**src/rtl/expr_pkg.sv**
```systemverilog
// expr_pkg: shared definitions for the expression-string datapath.
// ASCII codes for the accepted alphabet, the FSM state encoding and
// the character-class encoding used by the recognizer and evaluator.
package expr_pkg;

    localparam logic [7:0] CH_0   = 8'h30;
    localparam logic [7:0] CH_9   = 8'h39;
    localparam logic [7:0] CH_ADD = 8'h2B;
    localparam logic [7:0] CH_MUL = 8'h2A;

    typedef enum logic [1:0] {
        ST_IDLE = 2'd0,
        ST_NUM  = 2'd1,
        ST_OP   = 2'd2,
        ST_ERR  = 2'd3
    } state_t;

    typedef enum logic [1:0] {
        CC_DIG = 2'd0,
        CC_ADD = 2'd1,
        CC_MUL = 2'd2,
        CC_BAD = 2'd3
    } char_class_t;

endpackage

```
**src/rtl/expr_eval_if.sv**
```systemverilog
// expr_eval_if: character stream in, evaluated result out.
//   in, in_valid      : ASCII character and its consume strobe (master -> slave)
//   result            : expression value modulo 2^W        (slave -> master)
//   legal, overflow   : complete-expression and sticky overflow flags
//   state             : FSM state code (0 IDLE, 1 NUM, 2 OP, 3 ERR)
interface expr_eval_if #(
    parameter int W = 16
);
    logic [7:0]   in;
    logic         in_valid;
    logic [W-1:0] result;
    logic         legal;
    logic         overflow;
    logic [1:0]   state;

    modport master (
        output in, in_valid,
        input  result, legal, overflow, state
    );

    modport slave (
        input  in, in_valid,
        output result, legal, overflow, state
    );
endinterface

```
**src/rtl/expr_char_class.sv**
```systemverilog
// expr_char_class: combinational ASCII classifier.
//   ch    : ASCII character
//   cls   : CC_DIG / CC_ADD / CC_MUL / CC_BAD
//   digit : numeric value of a digit, 0 for any other class
module expr_char_class
    import expr_pkg::*;
(
    input  logic [7:0]  ch,
    output char_class_t cls,
    output logic [3:0]  digit
);

    always_comb begin
        cls   = CC_BAD;
        digit = 4'd0;
        if (ch >= CH_0 && ch <= CH_9) begin
            cls   = CC_DIG;
            // '0'..'9' are 0x30..0x39, so the low nibble is the value.
            digit = ch[3:0];
        end else if (ch == CH_ADD) begin
            cls = CC_ADD;
        end else if (ch == CH_MUL) begin
            cls = CC_MUL;
        end
    end

endmodule

```
**src/rtl/expr_eval.sv**
```systemverilog
// expr_eval: running evaluator for single-digit '+'/'*' expressions with
// '*' binding tighter than '+'.
//   clk : rising-edge clock
//   clr : asynchronous active-high clear
//   bus : expr_eval_if slave (in/in_valid in; result/legal/overflow/state out)
// The value is held as sum_acc (completed '+' terms) plus prod_acc (the
// product term still being built); mul_pend marks that the next digit
// multiplies into prod_acc instead of starting a new term.
module expr_eval
    import expr_pkg::*;
#(
    parameter int W = 16
) (
    input  logic        clk,
    input  logic        clr,
    expr_eval_if.slave  bus
);

    localparam logic [2*W-1:0] MAX_VAL = {{W{1'b0}}, {W{1'b1}}};

    state_t       st;
    logic [W-1:0] sum_acc;
    logic [W-1:0] prod_acc;
    logic         mul_pend;
    logic [W-1:0] result_q;
    logic         legal_q;
    logic         overflow_q;

    char_class_t  cls;
    logic [3:0]   digit;

    expr_char_class u_class (
        .ch    (bus.in),
        .cls   (cls),
        .digit (digit)
    );

    logic           accept;
    logic [2*W-1:0] prod_ext;
    logic [2*W-1:0] dig_ext;
    logic [2*W-1:0] nxt_prod;
    logic [2*W-1:0] nxt_sum;
    logic [2*W-1:0] res_full;
    logic           ovf_now;

    assign accept = ((st == ST_IDLE || st == ST_OP) && cls == CC_DIG) ||
                    (st == ST_NUM && (cls == CC_ADD || cls == CC_MUL));

    assign prod_ext = {{W{1'b0}}, prod_acc};
    assign dig_ext  = {{(2*W-4){1'b0}}, digit};

    always_comb begin
        nxt_prod = prod_ext;
        nxt_sum  = {{W{1'b0}}, sum_acc};
        res_full = '0;
        if (cls == CC_DIG)
            nxt_prod = mul_pend ? prod_ext * dig_ext : dig_ext;
        if (cls == CC_ADD)
            nxt_sum = {{W{1'b0}}, sum_acc} + prod_ext;
        // After '+' the product term is already folded into the sum; the
        // stale prod_acc only survives until the next digit replaces it.
        if (cls == CC_ADD)
            res_full = {{W{1'b0}}, nxt_sum[W-1:0]};
        else
            res_full = {{W{1'b0}}, nxt_sum[W-1:0]} + {{W{1'b0}}, nxt_prod[W-1:0]};
    end

    assign ovf_now = (nxt_prod > MAX_VAL) || (nxt_sum > MAX_VAL) || (res_full > MAX_VAL);

    always_ff @(posedge clk or posedge clr) begin
        if (clr) begin
            st         <= ST_IDLE;
            sum_acc    <= '0;
            prod_acc   <= '0;
            mul_pend   <= 1'b0;
            result_q   <= '0;
            legal_q    <= 1'b0;
            overflow_q <= 1'b0;
        end else if (bus.in_valid && st != ST_ERR) begin
            if (accept) begin
                st         <= (cls == CC_DIG) ? ST_NUM : ST_OP;
                legal_q    <= (cls == CC_DIG);
                sum_acc    <= nxt_sum[W-1:0];
                prod_acc   <= nxt_prod[W-1:0];
                mul_pend   <= (cls == CC_MUL);
                result_q   <= res_full[W-1:0];
                if (ovf_now)
                    overflow_q <= 1'b1;
            end else begin
                st      <= ST_ERR;
                legal_q <= 1'b0;
            end
        end
    end

    assign bus.result   = result_q;
    assign bus.legal    = legal_q;
    assign bus.overflow = overflow_q;
    assign bus.state    = st;

endmodule
```
**src/flat_wrapper.sv**
```systemverilog
// flat-port wrapper written by rule: the top's interface ports become plain ports
module expr_eval_flat import expr_pkg::*;
#(
    parameter int W = 16
)
  (clk, clr, bus_in, bus_in_valid, bus_result, bus_legal, bus_overflow, bus_state);
  expr_eval_if #(.W(W)) bus_i ();
  input  logic clk;
  input  logic clr;
  input wire logic [$bits(bus_i.in)-1:0] bus_in;
  input wire logic [$bits(bus_i.in_valid)-1:0] bus_in_valid;
  output wire logic [$bits(bus_i.result)-1:0] bus_result;
  output wire logic [$bits(bus_i.legal)-1:0] bus_legal;
  output wire logic [$bits(bus_i.overflow)-1:0] bus_overflow;
  output wire logic [$bits(bus_i.state)-1:0] bus_state;
  assign bus_i.in = bus_in;
  assign bus_i.in_valid = bus_in_valid;
  assign bus_result = bus_i.result;
  assign bus_legal = bus_i.legal;
  assign bus_overflow = bus_i.overflow;
  assign bus_state = bus_i.state;
  expr_eval #(.W(W)) u_core (.clk(clk), .clr(clr), .bus(bus_i));
endmodule
```
**config.mk**
```make
export PLATFORM = sky130hd
export DESIGN_NAME = expr_eval_flat
export DESIGN_NICKNAME = d
export VERILOG_FILES = /design/src/rtl/expr_pkg.sv /design/src/rtl/expr_eval_if.sv /design/src/rtl/expr_char_class.sv /design/src/rtl/expr_eval.sv /design/src/flat_wrapper.sv
export SDC_FILE = /design/constraint.sdc
export NUM_CORES = 1
export LEC_CHECK = 0
export ABC_AREA = 1
export CAP_MARGIN = 5
export CORE_MARGIN = 4
export CORE_UTILIZATION = 60
export CTS_BUF_LIST = sky130_fd_sc_hd__clkbuf_8
export CTS_CLUSTER_DIAMETER = 200
export DETAILED_ROUTE_END_ITERATION = 12
export PLACE_DENSITY_LB_ADDON = 0.15
export SYNTH_ARGS = -nofsm -noshare
export SYNTH_HDL_FRONTEND = slang
export SYNTH_SLANG_ARGS = --single-unit
```
**constraint.sdc**
```tcl
create_clock -name clk -period 4.9 [get_ports clk]
set_input_delay 0.98 -clock clk [delete_from_list [all_inputs] [get_ports clk]]
set_output_delay 0.98 -clock clk [all_outputs]
set_load 0.01 [all_outputs]
```
======== Word level (Yosys, flattened, before mapping) ========
Index checks and enable logic that the tools add are counted.
operators by class
  shift operators ......................... 0
  mux-type cells .......................... 11
  bitwise gates (word level) .............. 0
  div/mod/pow operators ................... 0
  equality and inequality tests ........... 7
  multiply operators ...................... 1
  order comparisons ....................... 5
  add/subtract/negate cells ............... 2
  reduce and logical (&&, ||, !) cells .... 13
operators with widths
  cell                                                                count
  two-way mux 32 bit                                                  4
  > comparator 32 x 16 -> 1 bit (second input constant)               3
  adder 16 x 16 -> 17 bit                                             2
  multiplier 16 x 4 -> 20 bit                                         1
  equality test 8 x 6 -> 1 bit (second input constant)                2
  greater-or-equal comparator 8 x 6 -> 1 bit (second input constant)  1
  less-or-equal comparator 8 x 6 -> 1 bit (second input constant)     1
  two-way mux 2 bit                                                   4
  logical OR 1 bit                                                    5
  equality test 2 x 1 -> 1 bit (second input constant)                2
  equality test 2 bit (second input constant)                         2
  logical AND 1 bit                                                   4
  logical NOT 2 bit                                                   2
  two-way mux 4 bit                                                   1
  AND reduction 3 bit                                                 1
  two-way mux 1 bit                                                   2
  inequality test 2 bit (second input constant)                       1
  AND reduction 2 bit                                                 1
word-level totals
  input port bits ......................... 11
  bits in latches ......................... 0
  bits in registers ....................... 53
  ROM bits ................................ 0
  word-level logic and storage cells ...... 46
  output and inout port bits .............. 20
  memory bits (writable) .................. 0
  memories ................................ 0

======== Logic depth before layout (Yosys ltp) ========
  word-level depth ........................ 11
  depth in mapped cells ................... 34
  mapped depth without buffers ............ 33

======== Modules after synthesis ========
Synthesis repeated with hierarchy kept, for this count alone.
unflattened totals
  cells, all modules ...................... 990
  area total of the unflattened synthesis .. 6543.8 um2
modules (own cells, without submodules)
  module           area an instance (um2)  times used  cells each  sequential area each (um2)
  expr_eval        6421.2                  1           962         1326.3
  expr_char_class  122.6                   1           28          0.0

======== Worst setup path before layout ========
Ideal clock, no wire load.
  path kind ............................... in2reg
  start point ............................. input port bus_in[6]
  end point ............................... register u_core.result_q[15] (netlist: u_core.bus.result[15])
  setup slack ............................. -0.362 ns
  stages .................................. 31
  buffers on the path ..................... 1
  required time ........................... 4.784 ns
  library setup time ...................... 0.116 ns
  data arrival time ....................... 5.145 ns
  path through ............................ nor2_1 nand2_1 nor2_1 nand2_1 inv_1 nand2_1 clkbuf_1 nor2_1 fa_1 inv_1 fa_1 inv_1 ha_1 or2_1 nand3_1 nand2_2 a31o_2 o21ai_0 o21ai_0 ha_1 inv_1 nor3_1 inv_1 nor3_1 nand2_1 nand2_1 nand2_1 nand3_1 nand2_1 nand2_1 nand2_1
on the way
  elaborated cells on any way between the ends .. 23
  classes of those cells .................. add/sub: 1; mul: 1; order compare: 2; eq/ne: 4; mux: 8; reduce/logical: 7
RTL lines
  element                                                                  RTL line                                      text
  from (decl)                                                              flat_wrapper.sv:10                            input wire logic [$bits(bus_i.in)-1:0] bus_in;
  greater-or-equal comparator 8 x 6 -> 1 bit (tied with other cells)       expr_char_class.sv:16                         if (ch >= CH_0 && ch <= CH_9) begin
  logical AND 1 bit / two-way mux 1 bit (equally long branches)            expr_char_class.sv:16, expr_char_class.sv:22
  two-way mux 4 bit / two-way mux 2 bit (equally long branches)            expr_char_class.sv:16, expr_char_class.sv:20
  multiplier 16 x 4 -> 20 bit / two-way mux 2 bit (equally long branches)  expr_eval.sv:57, expr_char_class.sv:16
  two-way mux 32 bit / logical NOT 2 bit (equally long branches)           expr_eval.sv:57, expr_eval.sv:56
  two-way mux 32 bit *                                                     expr_eval.sv:56                               if (cls == CC_DIG)
  named net u_core.nxt_prod[13]                                            expr_eval.sv:41                               logic [2*W-1:0] nxt_prod;
  adder 16 x 16 -> 17 bit *                                                expr_eval.sv:65                               res_full = {{W{1'b0}}, nxt_sum[W-1:0]} + {{W{1'b0}}, nxt_prod[W-1:0]};
  two-way mux 32 bit *                                                     expr_eval.sv:62                               if (cls == CC_ADD)
  to (signal assigned)                                                     expr_eval.sv:86                               result_q <= res_full[W-1:0];
  to (decl)                                                                expr_eval.sv:25                               logic [W-1:0] result_q;
Mark *: on every way through the listed nets, which the timed path passes. The rest lies on a longest branch.
A chain may end at the register's enable or synchronous reset.

======== Worst setup path after layout ========
  start point ............................. input port bus_in[7]
  end point ............................... register u_core.result_q[15] (netlist: u_core.bus.result[15])
The elaborated chain is that of the path after synthesis.

==> key figures <==
Detailed routing
  • First DRT Iteration DRCs: 927
  • Residual DRC count: 0
  • Highest routed metal layer: met4
  • Total via count after detailed routing: between 7,000 and 8,000
  • Via count normalized by instance count: 6.10
  • Detail Route met3 WL: 2290 um
  • Routed length on met1: ~8700 um
  • WL met2: about 11,000 um
  • Number of detailed-route iterations in the first pass: 7
  • Final Routed Wirelength: roughly 24,000 um
  • Wire length per cell: roughly 20 um
  • Number of antenna-violating nets in the routed design: 0

Worst setup path
  • Nature of the critical path startpoint: primary input
  • Termination of the worst setup path: u_core.bus.result[15]$_DFFE_PP0P_
  • Start point of the critical path: bus_in[7]
  • Critical-path top delay cell: fa_1
  • CP Data Arrival Time: between 5 and 6 ns
  • Most used cell along the critical path: nand2_1
  • Path type of the worst setup path: primary input to flop
  • CP Max Fanout: 5
  • Depth of the worst register-to-register path: 26
  • Critical Path Sink Type: flop
  • Delay contributed by the slowest stage of the critical path: roughly 0.44 ns
  • Data required time of the critical path: ~5.2 ns
  • R2R Path End: u_core.bus.result[15]$_DFFE_PP0P_
  • Beginning of the worst register-to-register path: u_core.prod_acc[3]$_DFFE_PP0P_
  • Slack of the worst reg-to-reg path: -0.04 ns

Clock network
  • Cell at the root of the clock tree: clkbuf_8
  • Hold buffer count at CTS: 0
  • Clock slew at reported path FFs: ~0.090 ns
  • Longest Clk Path Bufs: 2
  • CTS tree: done
  • CTS Buf Count: 5
  • Clock net sink count: 53
  • H-Tree Level Count: 2
  • Insertion delay of the later-clocked pin in the worst-skew pair: roughly 0.32 ns

Timing
  • Final Slew Violations: 0
  • Number of endpoints with negative hold slack in the final report: 0
  • Worst-Margin Slew: about 0.72 ns
  • Worst slew slack as a fraction of its limit: a little over half
  • Maximum frequency from static timing analysis: about 180 MHz
  • Final Setup Violations: 10
  • Post-route setup TNS: -5.24 ns
  • Final worst setup slack: -0.794 ns
  • Maximum clock skew at final layout: 0.0108 ns
  • Unrepaired setup endpoints after global routing: yes
  • Final critical delay including setup and external delays: 5.69 ns
  • Post-route fraction of the period consumed by the critical path: 116%

Final layout
  • Count of fill cells added during filler insertion: 537
  • Area of combinational cells with multiple inputs: around 5000 sq um
  • Synth-to-Final Area Change: 38.3%
  • Ant. Diodes: 0
  • Design Area, Final: 8530 sq um
  • Net total in the final layout: ~1,200
  • Share of cells above drive strength 1: between 30% and 40%
  • Register area: 1330 sq um

Floorplanning
  • Number of rows created at floorplan: 36
  • Chip width: 109 um
  • Die area: approximately 12,000 sq um
  • DIE HEIGHT: 109 um
  • I/O pins: 31
  • Total core area: about 9900 sq um
  • Initial core utilization: slightly above 60%

Placed design
  • Final weighted congestion in routability-driven placement: 0.932
  • Count of input and output buffers: 30
  • Placed cell areas: 7420 sq um
  • Detailed-placement wirelength estimate: ~14,000 um

Synth
  • Area leader, netlist: dfrtp_1
  • Register area share after synthesis: 21.5%
  • Leading post-synthesis cells by cell area: dfrtp_1 21%, nand2_1 14%, ha_1 12%, inv_1 10%, fa_1 9.7%
  • Fraction of registers with async set or reset after synthesis: 100%
  • Distinct cell type count after synthesis: between 40 and 50
  • Yosys warning count: 0
  • Synthesized net count: 1,024
  • Portion of synthesized cell area occupied by the leading cell type: between 20 and 25%
  • Number of enable flip-flop cells after synthesis: 0
  • Count of state elements after synthesis: between 50 and 60
  • Netlist Area Pre-Place: just over 6000 sq um
  • Post-synthesis area per instance: 6.68 sq um
  • Syn Inst Count: just over 900
  • Most common flop cell mapped by yosys: dfrtp_1

Power
  • VDD IR max: 132 uV
  • Power density of the placed cells: about 120 nW/um^2
  • Total power: about 0.001 W
  • Total leakage power: about 4.5 nW

Global route
  • First-pass GRT wire length: about 33,000 um
  • Final global-route overflow total: 0
  • Initial antenna violation count: 0
  • Via count of the first global-routing pass: 7,173
  • GRT Util Overall: 35.2%
  • Pin count of the biggest net entering global routing: between 50 and 60

Outcome
  • Violations in the final reports: negative setup slack
  • Result of the run: finished, violations left

Min path
  • Path type of the worst min-delay path: flop to flop

Job
  • Number of max-capacitance violations reported: 0
[worst min-delay path by stage]
| stage | start | endpoint | slack (ns) | depth (start not counted) |
|---|---|---|---|---|
| finish | u_core.bus.result[13]$_DFFE_PP0P_ | u_core.bus.result[13]$_DFFE_PP0P_ | 0.49 | 2 |
| global route | u_core.bus.result[2]$_DFFE_PP0P_ | u_core.bus.result[2]$_DFFE_PP0P_ | 0.51 | 2 |
| CTS | u_core.bus.result[13]$_DFFE_PP0P_ | u_core.bus.result[13]$_DFFE_PP0P_ | 0.49 | 2 |
| detailed placement | u_core.bus.result[13]$_DFFE_PP0P_ | u_core.bus.result[13]$_DFFE_PP0P_ | 0.47 | 2 |
| global placement | u_core.bus.overflow$_DFFE_PP0P_ | u_core.bus.overflow$_DFFE_PP0P_ | 0.45 | 2 |
| floorplan | u_core.mul_pend$_DFFE_PP0P_ | u_core.mul_pend$_DFFE_PP0P_ | 0.47 | 2 |
[registers in the layout, summed over array words and instances (netlist names)]
signal	flops
u_core.prod_acc	16
u_core.bus.legal	1
u_core.mul_pend	1
u_core.bus.overflow	1
u_core.sum_acc	16
u_core.bus.result	16
u_core.bus.state	2
[repair_timing]
action,in CTS,in global routing
gates resized for setup,118,90
endpoints found under the setup margin,13,13
setup buffers,26,6
pin swaps,48,58
gates cloned,1,1
[critical path: cells and delay by family]
kind / cells / cell delay [ns]
AO/OA/AOI/OAI: 6 / 1.13
adder cells (fa/ha/maj): 4 / 1.32
buffers and inverters: 8 / 0.93
AND/OR/NAND/NOR: 16 / 1.59
[routing by layer]
layer,vias up,track usage (%)
li1,3234,-
met1,3396,41.0
met2,485,61.6
met3,172,6.05
met4,0,19.0
met5,-,0
[layout make-up]
cell class              instances  area share, %
well taps                     133           1.95
inverters                     170           7.59
repair inverters                1         0.0586
clock inverters                 1         0.0586
multi-input cells             681           58.9
clock buffers                   7           1.13
flip-flops and latches         53           15.5
repair buffers                149           14.8
[layout by cell type (no fill, tap or decap), drive strengths merged]
cell type,instances
a21o,2
a21oi,65
a221oi,1
a22oi,3
a31o,2
a31oi,4
and2,1
and3,1
buf,121
bufbuf,1
clkbuf,8
clkdlybuf4s15,3
clkdlybuf4s50,23
clkinv,3
dfrtp,53
fa,30
ha,59
inv,169
nand2,230
nand3,47
nand3b,3
nand4,3
nor2,94
nor3,9
nor4,1
o211ai,3
o21a,3
o21ai,80
o21bai,7
o22ai,17
o31ai,3
or2,6
xnor2,2
xor2,5
[per-stage QoR]
step	utilization, %	setup WS (ns)	hold WS (ns)	instances
4_1_cts	81.8	-0.181	0.488	1188
5_1_grt	86.1	-0.960	0.507	1195
3_5_place_dp	74.9	-1.45	0.470	1153
3_3_place_gp	74.9	-1.31	0.448	1153
2_1_floorplan	-	-0.0828	0.471	924
6_report	86.1	-0.794	0.488	1195
[where the power goes]
group / switching [W] / internal [W] / leakage, nW
Clock: 0.000149 / 0.000128 / 0.0542
Combinational: 0.000155 / 0.000119 / 3.85
Sequential: 0.00000280 / 0.000441 / 0.625
Total: 0.000307 / 0.000688 / 4.53
[cells by family after synthesis]
logic type / after synthesis / share of synthesized area (%)
flip-flops: 53 / 21.5
XOR/XNOR: 7 / 0.994
buffers and inverters: 190 / 11.8
AND/OR/NAND/NOR: 395 / 26.2
adder cells (fa/ha/maj): 89 / 21.7
AO/OA/AOI/OAI: 190 / 17.8
[cells in the mapped netlist, drive strengths merged, types with 7 or more instances]
cell,count
a21oi,65
buf,8
clkbuf,12
dfrtp,53
fa,30
ha,59
inv,170
nand2,230
nand3,47
nor2,94
nor3,9
o21ai,80
o21bai,7
o22ai,17
No activity file was read; power rests on OpenSTA's default activity.
